==> src/rtl/servo_pwm.sv <==
// servo_pwm: hobby-servo PWM frame generator driven by a 20-bit angle command.
// Define SERVO_SLEW_EN to limit active_angle changes to MAX_STEP per frame.
module servo_pwm #(
    parameter int unsigned PERIOD      = 1_000_000,
    parameter int unsigned MIN_PULSE   = 50_000,
    parameter int unsigned ANGLE_SHIFT = 2,
    parameter int unsigned ANGLE_MAX   = 196_605,
    parameter int unsigned ANGLE_RESET = 98_304,
    parameter int unsigned MAX_STEP    = 4_096
) (
    input  logic        clk,
    input  logic        reset,
    input  logic        enable,
    input  logic [19:0] angle,
    output logic        pwm,
    output logic        frame_start,
    output logic [19:0] active_angle,
    output logic        clamped
);
    typedef enum logic [1:0] {S_IDLE, S_HIGH, S_LOW} state_t;

    localparam logic [19:0] LP_LAST = 20'(PERIOD - 1);
    localparam logic [19:0] LP_AMAX = 20'(ANGLE_MAX);
    localparam logic [19:0] LP_ARST = 20'(ANGLE_RESET);
    localparam logic [19:0] LP_MINP = 20'(MIN_PULSE);

    if (MIN_PULSE < 1 || MIN_PULSE + (ANGLE_MAX >> ANGLE_SHIFT) >= PERIOD
        || PERIOD > (1 << 20) || MAX_STEP >= (1 << 20)) begin : g_bad_params
        $error("servo_pwm: illegal parameter set");
    end

    state_t      r_state, w_state_n;
    logic [19:0] r_cnt, w_cnt_n;
    logic [19:0] r_pulse_len, w_pulse_len_n;
    logic [19:0] r_active, w_active_n;
    logic [19:0] w_target, w_next_angle;
    logic        r_pwm, w_pwm_n;
    logic        r_fs, w_fs_n;
    logic        r_clamped, w_clamped_n;
    logic        w_start, w_over;

    assign w_over   = angle > LP_AMAX;
    assign w_target = w_over ? LP_AMAX : angle;

`ifdef SERVO_SLEW_EN
    localparam logic [19:0] LP_STEP = 20'(MAX_STEP);
    logic [19:0] w_diff;

    // Differences are taken larger-minus-smaller so nothing underflows.
    always_comb begin
        w_next_angle = w_target;
        w_diff       = '0;
        if (w_target > r_active) begin
            w_diff = w_target - r_active;
            if (w_diff > LP_STEP)
                w_next_angle = r_active + LP_STEP;
        end else begin
            w_diff = r_active - w_target;
            if (w_diff > LP_STEP)
                w_next_angle = r_active - LP_STEP;
        end
    end
`else
    assign w_next_angle = w_target;
`endif

    assign w_start = enable &&
        (r_state == S_IDLE || (r_state == S_LOW && r_cnt == LP_LAST));

    always_comb begin
        w_state_n     = r_state;
        w_cnt_n       = r_cnt;
        w_pulse_len_n = r_pulse_len;
        w_active_n    = r_active;
        w_clamped_n   = r_clamped;
        w_fs_n        = 1'b0;
        if (w_start) begin
            w_state_n     = S_HIGH;
            w_cnt_n       = '0;
            w_fs_n        = 1'b1;
            w_active_n    = w_next_angle;
            w_clamped_n   = w_over;
            w_pulse_len_n = LP_MINP + (w_next_angle >> ANGLE_SHIFT);
        end else begin
            unique case (r_state)
                S_HIGH: begin
                    w_cnt_n = r_cnt + 20'd1;
                    if (r_cnt == r_pulse_len - 20'd1)
                        w_state_n = S_LOW;
                end
                S_LOW: begin
                    if (r_cnt == LP_LAST) begin
                        w_state_n = S_IDLE;
                        w_cnt_n   = '0;
                    end else begin
                        w_cnt_n = r_cnt + 20'd1;
                    end
                end
                default: ;
            endcase
        end
        w_pwm_n = (w_state_n == S_HIGH);
    end

    always_ff @(posedge clk or posedge reset) begin
        if (reset) begin
            r_state     <= S_IDLE;
            r_cnt       <= '0;
            r_pulse_len <= '0;
            r_active    <= LP_ARST;
            r_clamped   <= 1'b0;
            r_pwm       <= 1'b0;
            r_fs        <= 1'b0;
        end else begin
            r_state     <= w_state_n;
            r_cnt       <= w_cnt_n;
            r_pulse_len <= w_pulse_len_n;
            r_active    <= w_active_n;
            r_clamped   <= w_clamped_n;
            r_pwm       <= w_pwm_n;
            r_fs        <= w_fs_n;
        end
    end

    assign pwm          = r_pwm;
    assign frame_start  = r_fs;
    assign active_angle = r_active;
    assign clamped      = r_clamped;
endmodule

==> config.mk <==
export PLATFORM = sky130hd
export DESIGN_NAME = servo_pwm
export DESIGN_NICKNAME = d
export VERILOG_FILES = /design/src/rtl/servo_pwm.sv
export SDC_FILE = /design/constraint.sdc
export NUM_CORES = 1
export LEC_CHECK = 0
export CAP_MARGIN = 20
export CORE_MARGIN = 1.5
export CORE_UTILIZATION = 50
export CTS_CLUSTER_DIAMETER = 40
export DETAILED_ROUTE_END_ITERATION = 7
export MAX_ROUTING_LAYER = met4
export PLACE_DENSITY = 0.82
export SLEW_MARGIN = 20
export SYNTH_ARGS = -nofsm -noshare
export SYNTH_HDL_FRONTEND = slang
export SYNTH_SLANG_ARGS = --single-unit
==> constraint.sdc <==
create_clock -name clk -period 6.65 [get_ports clk]
set_clock_uncertainty 0.1 [all_clocks]
set_input_delay 0.9975 -clock clk [delete_from_list [all_inputs] [get_ports clk]]
set_output_delay 0.9975 -clock clk [all_outputs]
set_load 0.05 [all_outputs]
==> metrics.md <==
| Metric | Value |
|---|---|
| Status | `finished, final reports clean` |
| Hold-fix buffers, CTS | `0` |
| Measured slew at the worst slew-check pin | `1.02 ns` |
| Final setup viols | `0` |
| Most common cell on crit path | `nand3_1` |
| Post-synth top area share | `37.8%` |
| Final Hold Viols | `0` |
| Req. time, crit path | `6.81 ns` |
| WL/cell | `16.1 µm` |
| Peak fanout along the critical path | `23` |
| Worst hold path stage count | `2` |
| Worst-path clk slew | `0.07 ns` |
| Rel. slew slack | `31.6%` |
| Worst Hold Class | `reg2reg` |
| Vias in the first global route | `3048` |
| Count leader, synth | `nand2_1` |
| Synthesized Nets | `450` |
| Initial DRC count | `141` |
| Initial antenna violation count | `0` |
| Yosys warns | `0` |
| Largest net degree at the start of global routing | `61` |
| Hold Crit Endpoint | `active_angle[15]` |
| Post-synth top area cell | `dfrtp_1` |
| Depth of the CTS H-tree | `3` |
| Switching portion of total power | `22.0%` |
| Worst setup SP type | `input pin` |
| Post-synth EDFFs | `0` |
| Post-route ant nets | `0` |
| Sequential area share after synthesis | `39.2%` |
| Longest Clk Path Bufs | `2` |
| Gpl congestion | `0.890` |
| CTS tree | `built` |
| # resized after CTS | `0` |
| GRT overflow | `0` |
| Initial Util | `52.4%` |
| PortBufs | `45` |
| Post-route total power | `0.771 mW` |
| Layout cells sized above 1 | `9.27%` |
| Vias | `3196` |
| Post-synthesis register bit count | `60` |
| R2R Path Start | `active_angle[2]` |
| CTS buffer count | `9` |
| Post-CTS setup buffers | `0` |
| Max-cap viol count | `0` |
| Worst Setup Path Type | `in2reg` |
| Crit Reg-Reg Endpoint | `pwm` |
| Top post-synthesis cells by count | `nand2_1 (59), dfrtp_1 (58), o21ai_0 (37)` |
| Avg Cell Area, Syn | `9.12 µm²` |
| Comb pwr share | `5.1%` |
| Worst Setup SP | `angle[10]` |
| RSZ-0062 raised after global routing | `no` |
| Hold path start | `active_angle[15]` |
| Root Buffer | `clkbuf_8` |
| Critical path arrival | `3.91 ns` |
| IO Pins | `46` |
| Mapped Cells | `421` |
| Ys async rst share | `100%` |
| Die H | `90.6 µm` |
| P_int | `0.602 mW` |
| Horiz. Die Dim | `90.6 µm` |
| Worst Reg-to-Reg Cells | `9` |
| Core region area | `7330 µm²` |
| Num rows | `31` |
| Area grow syn2layout | `15.5%` |
| Sequential cell area | `1500 µm²` |
| Pwr Density | `174 nW/µm²` |
| LEAKAGE | `2.01 nW` |
| Final Max Slew Viols | `0` |
| Final worst-path cycle share | `56.4%` |
| Max incr delay on CP | `0.60 ns` |
| Antenna diodes | `0` |
| Critical path, cell by cell | `clkdlybuf4s50_1 > nand4_1 > nor3_1 > nand3_1 > o21ai_2 > or2_2 > ha_1 > o21ai_0 > nand2_1 > nand3_1 > xor2_1 > or3_1 > o21ai_1` |
| Critical Path End Type | `register` |
| Tmin final | `3.75 ns` |
| DRC violations left | `0` |
| Drt pass-1 iters | `4` |
| Die area | `8210 µm²` |
| Clk pwr share | `47.6%` |
| GRT Util Overall | `23.3%` |
| Clock Latency Late Sink | `0.35 ns` |
| Detailed Place HPWL | `6.29 mm` |
| Library cells used by synthesis | `66` |
| Nets | `477` |
| FMAX | `0.267 GHz` |
| CTS sink count | `60` |
| Peak VDD IR | `121 µV` |
| Via/cell ratio | `5.79` |
| Critical-path top delay cell | `o21ai_2` |
| Part of the power in registers | `47.3%` |
| FF-to-FF setup slack | `3.31 ns` |
| Total Neg Setup Slack | `0 ns` |
| Net Switching | `0.170 mW` |
| Final wirelength | `8.86 mm` |
| Synthesized area | `3840 µm²` |
| Synth area leaders | `dfrtp_1 (38%), xor2_1 (5.9%), nand2_1 (5.8%)` |
| Post-synth top flop | `dfrtp_1` |
| FILL cells | `615` |
| Multi-input logic area | `2090 µm²` |
| Global-route wire length before repair | `14.9 mm` |
==> layout by cell type, fill, tap and decap left out, types with 7 or more instances in the layout <==
cell             synthesis  routed
a21oi_1                  7       7
nor3_1                   8       8
and3_1                   9       9
xor2_1                  26      26
nand2_1                 59      59
clkbuf_8                 2      10
nand3_1                 13      13
nor2_1                  31      31
xnor2_1                 19      19
dfrtp_1                 58      58
o31ai_1                 11      11
o21ai_0                 37      36
clkdlybuf4s50_1          0      45
inv_1                   10       9
nand4_1                 11      11
==> worst max-delay path by stage <==
stage | end | slack (ns) | cells after the start
floorplan | r_pulse_len[12] | 3.64 | 11
global placement | r_pulse_len[12] | 2.32 | 12
detailed placement | r_pulse_len[12] | 2.20 | 12
CTS | r_pulse_len[12] | 2.54 | 12
global route | r_pulse_len[12] | 2.63 | 13
finish | r_pulse_len[12] | 2.90 | 13
==> final cells by class <==
class / count / share of cell area [%]
Multi-Input combinational cell: 319 / 47.0
Sequential cell: 60 / 33.9
Timing Repair Buffer: 47 / 10.5
Clock buffer: 11 / 3.19
Tap cell: 99 / 2.79
Clock inverter: 5 / 1.69
Inverter: 11 / 0.931
==> registers in the layout, indices dropped and copies added (netlist names) <==
signal        cells
active_angle     20
r_cnt            20
r_pulse_len      15
r_state           2
clamped           1
frame_start       1
pwm               1
==> critical path: cells and delay by family <==
family	cells	cell delay [ns]
compound gates	3	0.80
xor+xnor	1	0.14
fa+ha+maj	1	0.19
buf+inv	1	0.58
simple gates	7	1.20
==> cell families (layout without fill, tap and decap cells) <==
group	Yosys count	after routing	synth area share [%]
simple gates	176	176	24.7
compound gates	87	87	15.9
flops	60	60	39.2
xor+xnor	45	45	10.3
buf+inv	42	74	6.61
fa+ha+maj	6	6	1.95
mux	5	5	1.37
==> routing by layer <==
metal  wire (µm)  global-route usage (%)
met5           0                       -
met4         206                    9.13
met3         481                    5.05
met2        4280                    36.8
met1        3890                    29.1
==> through the flow <==
stage | hold slack [ns] | instance area, µm² | setup WS, ns | util (%) | instances
after global routing | 0.377 | 4440 | 2.63 | 60.5 | 552
final | 0.363 | 4440 | 2.90 | 60.5 | 552
after global placement | 0.345 | 4220 | 2.32 | 57.5 | 536
after floorplan | 0.391 | 3840 | 3.64 | - | 421
after detailed placement | 0.354 | 4220 | 2.20 | 57.5 | 536
after CTS | 0.367 | 4430 | 2.54 | 60.5 | 552
==> power groups by stage <==
stage / logic (mW) / registers (mW) / clock network, mW
2_1_floorplan: 0.0166 / 0.372 / 0
3_3_place_gp: 0.0383 / 0.372 / 0
3_5_place_dp: 0.0392 / 0.372 / 0
4_1_cts: 0.0393 / 0.365 / 0.371
5_1_grt: 0.0434 / 0.365 / 0.386
6_report: 0.0391 / 0.365 / 0.367
(Power assumes the default switching activity.)
